`src/rtl/mem_arb_pkg.sv`:
```
// Shared types for the instruction/data memory arbiter.
// Holds FSM states, grant encoding and latency counter width.
package mem_arb_pkg;

   localparam int CNT_W = 4;

   typedef enum logic [1:0] {
      IDLE,
      ISSUE,
      WAIT,
      RESP
   } arb_state_t;

   typedef enum logic {
      GNT_IF,
      GNT_D
   } gnt_t;

endpackage

```
`src/rtl/mem_arbiter.sv`:
```
// Single-port memory arbiter between fetch and data requesters.
// One transaction in flight; data wins unless it won last time.
module mem_arbiter
   import mem_arb_pkg::*;
#(
   parameter int ADDRESS_WIDTH = 32,
   parameter int DATA_WIDTH    = 32,
   parameter int MEM_LATENCY   = 2
) (
   input  logic                     clk,
   input  logic                     rst,
   input  logic                     if_req,
   input  logic [ADDRESS_WIDTH-1:0] if_addr,
   output logic                     if_ack,
   output logic [DATA_WIDTH-1:0]    if_rdata,
   input  logic                     d_req,
   input  logic                     d_we,
   input  logic [ADDRESS_WIDTH-1:0] d_addr,
   input  logic [DATA_WIDTH-1:0]    d_wdata,
   output logic                     d_ack,
   output logic [DATA_WIDTH-1:0]    d_rdata,
   output logic                     mem_en,
   output logic                     mem_we,
   output logic [ADDRESS_WIDTH-1:0] mem_addr,
   output logic [DATA_WIDTH-1:0]    mem_wdata,
   input  logic [DATA_WIDTH-1:0]    mem_rdata,
   output logic                     stall_if,
   output logic                     stall_mem
);

   arb_state_t               state_q, state_d;
   gnt_t                     gnt_q, gnt_d;
   logic [CNT_W-1:0]         cnt_q;
   logic [ADDRESS_WIDTH-1:0] addr_q;
   logic [DATA_WIDTH-1:0]    wdata_q;
   logic [DATA_WIDTH-1:0]    rdata_q;
   logic                     we_q;
   logic                     pick_d;
   logic                     grant;
   logic                     last_wait;

   // Fetch only overtakes data when data was granted last time.
   assign pick_d    = d_req & ~(if_req & (gnt_q == GNT_D));
   assign grant     = (state_q == IDLE) & (if_req | d_req);
   assign last_wait = (state_q == WAIT) & (cnt_q == CNT_W'(1));

   always_ff @(posedge clk) begin
      if (!rst) state_q <= IDLE;
      else      state_q <= state_d;
   end

   always_comb begin
      state_d = state_q;
      gnt_d   = gnt_q;
      unique case (state_q)
         IDLE: begin
            if (grant) begin
               state_d = ISSUE;
               gnt_d   = pick_d ? GNT_D : GNT_IF;
            end
         end
         ISSUE:   state_d = WAIT;
         WAIT:    if (last_wait) state_d = RESP;
         RESP:    state_d = IDLE;
         default: state_d = IDLE;
      endcase
   end

   always_ff @(posedge clk) begin
      if (!rst) begin
         gnt_q   <= GNT_IF;
         cnt_q   <= '0;
         addr_q  <= '0;
         wdata_q <= '0;
         rdata_q <= '0;
         we_q    <= 1'b0;
      end else begin
         gnt_q <= gnt_d;
         if (grant) begin
            addr_q  <= pick_d ? d_addr : if_addr;
            we_q    <= pick_d & d_we;
            wdata_q <= pick_d ? d_wdata : wdata_q;
         end
         if (state_q == ISSUE) cnt_q <= CNT_W'(MEM_LATENCY);
         if (state_q == WAIT)  cnt_q <= cnt_q - 1'b1;
         if (last_wait)        rdata_q <= mem_rdata;
      end
   end

   assign mem_en    = (state_q == ISSUE);
   assign mem_we    = (state_q == ISSUE) & we_q;
   assign mem_addr  = addr_q;
   assign mem_wdata = wdata_q;

   assign if_ack    = (state_q == RESP) & (gnt_q == GNT_IF);
   assign d_ack     = (state_q == RESP) & (gnt_q == GNT_D);
   assign if_rdata  = rdata_q;
   assign d_rdata   = rdata_q;

   assign stall_if  = if_req & ~if_ack;
   assign stall_mem = d_req & ~d_ack;

endmodule

```
`config.mk`:
```
export PLATFORM = sky130hd
export DESIGN_NAME = mem_arbiter
export DESIGN_NICKNAME = d
export VERILOG_FILES = /design/src/rtl/mem_arb_pkg.sv /design/src/rtl/mem_arbiter.sv
export SDC_FILE = /design/constraint.sdc
export NUM_CORES = 1
export LEC_CHECK = 0
export CORE_MARGIN = 10
export CORE_UTILIZATION = 38
export DETAILED_ROUTE_END_ITERATION = 16
export GPL_ROUTABILITY_DRIVEN = 0
export PLACE_DENSITY = 0.87
export REMOVE_ABC_BUFFERS = 1
export SYNTH_ARGS = -nofsm -noshare
export SYNTH_HDL_FRONTEND = slang
export SYNTH_SLANG_ARGS = --single-unit
```
`constraint.sdc`:
```
create_clock -name clk -period 2.1 [get_ports clk]
set_clock_uncertainty 0.15 [all_clocks]
set_input_delay 0.21 -clock clk [delete_from_list [all_inputs] [get_ports clk]]
set_output_delay 0.21 -clock clk [all_outputs]
set_load 0.05 [all_outputs]
```
==> metrics.log <==
INFO  metric cts_tree = done
INFO  metric design.portCount = between 200 and 300
INFO  metric groute.usage.overall = between 15 and 20%
INFO  metric arrival = 1.58 ns
INFO  metric finalNetCount = between 800 and 900
INFO  metric post_route_cells_drive_above_1_share = under 10%
INFO  metric post_synth_main_area_contributors = dfxtp_1 (45%), a21boi_1 (11%), nand2_1 (10%), buf_4 (6.1%), a31oi_1 (4.4%)
INFO  metric post-dp-hpwl = 12,400 um
INFO  metric timing_worst_slew_pin_value = between 0.5 and 0.6 ns
INFO  metric synth_async_sr_flop_share = 0%
INFO  metric clkLatencyLatePin = around 0.33 ns
INFO  metric die_width = about 130 um
INFO  metric netlist-cell-type-count = 34
INFO  metric top_cell_types_by_occurrence_after_synthesis = nand2_1 (130), dfxtp_1 (104), a21boi_1 (66)
INFO  metric first_pass_grt_wire_length = 23,800 um
INFO  metric worst-endpoint-required = approximately 1.7 ns
INFO  metric finalSetupViolations = 0
INFO  metric groute.layer.met2.usage = roughly 30%
INFO  metric cts.htree.levels = 3
INFO  metric post_synthesis_cells = 552
INFO  metric ctsLongestPathBuffers = 2
INFO  metric dominant_register_cell_in_the_synthesized_netlist = dfxtp_1
INFO  metric crit_path_end_kind = primary output
INFO  metric cts.root.buffer_cell = clkbuf_16
INFO  metric period_needed = between 1.5 and 2 ns
INFO  metric ir_drop = a little under 0.7 mV
INFO  metric crit_path_cell_trace = clkdlybuf4s50_1
INFO  metric grt.busiest_layer = met2
INFO  metric numClockSinks = 104
INFO  metric worst_path_dominant_cell_family = buffers and inverters
INFO  metric worst-setup-path-type = reg -> out
INFO  metric crit_path_max_cell_delay = 0.84 ns
INFO  metric syn-mean-instance-area = 8.42 um^2
INFO  metric post-route-period-util = between 90% and 100%
INFO  metric use_met3 = ~6.7%
INFO  metric die_height = ~130 um
INFO  metric run_status = complete, no violations
INFO  metric clkSlewWorstSetupHoldPaths = approximately 0.07 ns
INFO  metric timing.fmax = 515 MHz
INFO  metric via_count = about 4.6k
INFO  metric die-area = between 15,000 and 20,000 um^2
INFO  metric ctsHoldBuffers = 0
INFO  metric timing.max_slew.rel_slack = between 60% and 70%
INFO  metric final-max-slew-violation-count = 0
INFO  metric via_per_inst = 5.02
INFO  metric count_of_flip_flops_with_a_built_in_enable_after_synthesis = 0
INFO  metric yosysMostFrequentCell = nand2_1
INFO  metric met1_usage = between 10% and 20%
INFO  metric n_antenna_cell = 0
INFO  metric netlist_area_before_placement = 4650 um^2
INFO  metric rsz_0062_raised_after_global_routing = false
INFO  metric crit_buf_inv = 1
INFO  metric grt_antenna_before_repair = 0
INFO  metric setup-tns-final = 0 ns
INFO  metric timing.hold.worst.class = in -> reg
INFO  metric critical_path.startpoint_type = flop
INFO  metric core = about 12,000 um^2
INFO  metric drc = 0
INFO  metric areaGrowthSynthToFinish = 59.1%
INFO  metric path_max_fanout = 3
INFO  metric placement_rows = 40
INFO  metric grt_start_max_net_pins = 67
INFO  metric yosys.area.top_type = dfxtp_1
INFO  metric setup_fix_buffers_added_after_clock_tree_synthesis = 0
INFO  metric cts_made_buffers = 9
INFO  metric worst_path_max_delay_cell = clkdlybuf4s50_1
INFO  metric placement.setup.worst_slack = ~0.21 ns
INFO  metric route.final.wire_length = between 15,000 and 20,000 um
INFO  metric setup_ws = 0.159 ns
INFO  metric finalCoreUtilization = between 60% and 70%
INFO  metric grt_overflow_total = 0
INFO  metric synth-warning-count = 0
INFO  metric synth_sequential_area_ratio = 44.8%
INFO  metric number_of_gates_given_a_new_drive_strength_after_cts = 0
INFO  metric synth_seq_cells = ~100
INFO  metric powerDensity = about 1000 nW/um^2
INFO  metric post_detailed_placement_cell_area = 7100 um^2
INFO  metric port-buffer-count = roughly 270
INFO  metric design_area = approximately 7400 um^2
INFO  metric initial_utilization = 38.7%
INFO  metric drv.max_cap_violation_count = 0
INFO  metric ant_nets = 0
INFO  metric yosysTopAreaCellShare = 44.8%
INFO  metric timing_hold_violations_final = 0
INFO  metric wl_per_cell = approximately 18 um
INFO  metric number_of_global_route_vias_before_repair = roughly 4.4k
INFO  metric drtIter0Drc = around 400
INFO  metric drt_first_pass_iters = 4
INFO  metric cellLeakagePower = roughly 2.7 nW
state kept, by name, indices dropped and copies added (netlist names):
signal and count:
cnt_q 4, d_rdata 32, gnt_q 1, mem_addr 32, mem_wdata 32, state_q 2, we_q 1
stage by stage:
stage / std cells / power (mW) / hold WS [ns]
finish: 910 / 7.71 / 0.246
global route: 910 / 8.09 / 0.255
floorplan: 471 / 4.64 / 0.177
CTS: 910 / 7.78 / 0.231
detailed placement: 895 / 6.07 / 0.315
global placement: 895 / 6.02 / 0.305
cells by family after synthesis:
logic type	count (synthesis)	share of synthesized area, %
mux	1	0.215
buf+inv	87	12.7
flops	104	44.8
fa+ha+maj	6	1.62
compound gates	175	24.1
simple gates	179	16.5
final timing paths:
kind,startpoint,endpoint,slack (ns),cells after the start
worst min-delay path,rst,d_rdata[1]$_SDFFE_PN0P_,0.25,2
worst min register to register,d_rdata[20]$_SDFFE_PN0P_,d_rdata[20]$_SDFFE_PN0P_,0.32,2
worst max register to register,state_q[0]$_SDFFE_PN0P_,d_rdata[4]$_SDFFE_PN0P_,0.32,6
worst max-delay path,d_rdata[6]$_SDFFE_PN0P_,d_rdata[6],0.16,1
power breakdown:
group          leakage [nW]  internal, mW  switching [mW]
clock                 0.146         0.987           0.703
combinational          1.70          1.23            2.27
sequential            0.851          2.33           0.194
cell usage in the layout, fill, tap and decap left out, drive strengths merged, types with 13 or more instances in the layout:
cell and instances:
a21boi 67, a31oi 33, buf 18, clkbuf 13, clkdlybuf4s50 259, dfxtp 104, nand2 130, nand3 34
o21ai 67
layer usage:
metal | part of all wire [%] | up-vias
li1 | - | 2255
met1 | 38 | 2107
met2 | 49 | 184
met3 | 11 | 22
met4 | 2.1 | 0
met5 | 0 | -
area by class of cell:
type / count / area [um^2]
clock inverters: 2 / 38.8
flip-flops and latches: 104 / 2080
fillers: 1049 / 4620
multi-input cells: 361 / 1980
inverters: 6 / 22.5
clock buffers: 13 / 260
well taps: 147 / 184
repair buffers: 277 / 2830
(Power assumes the default switching activity.)
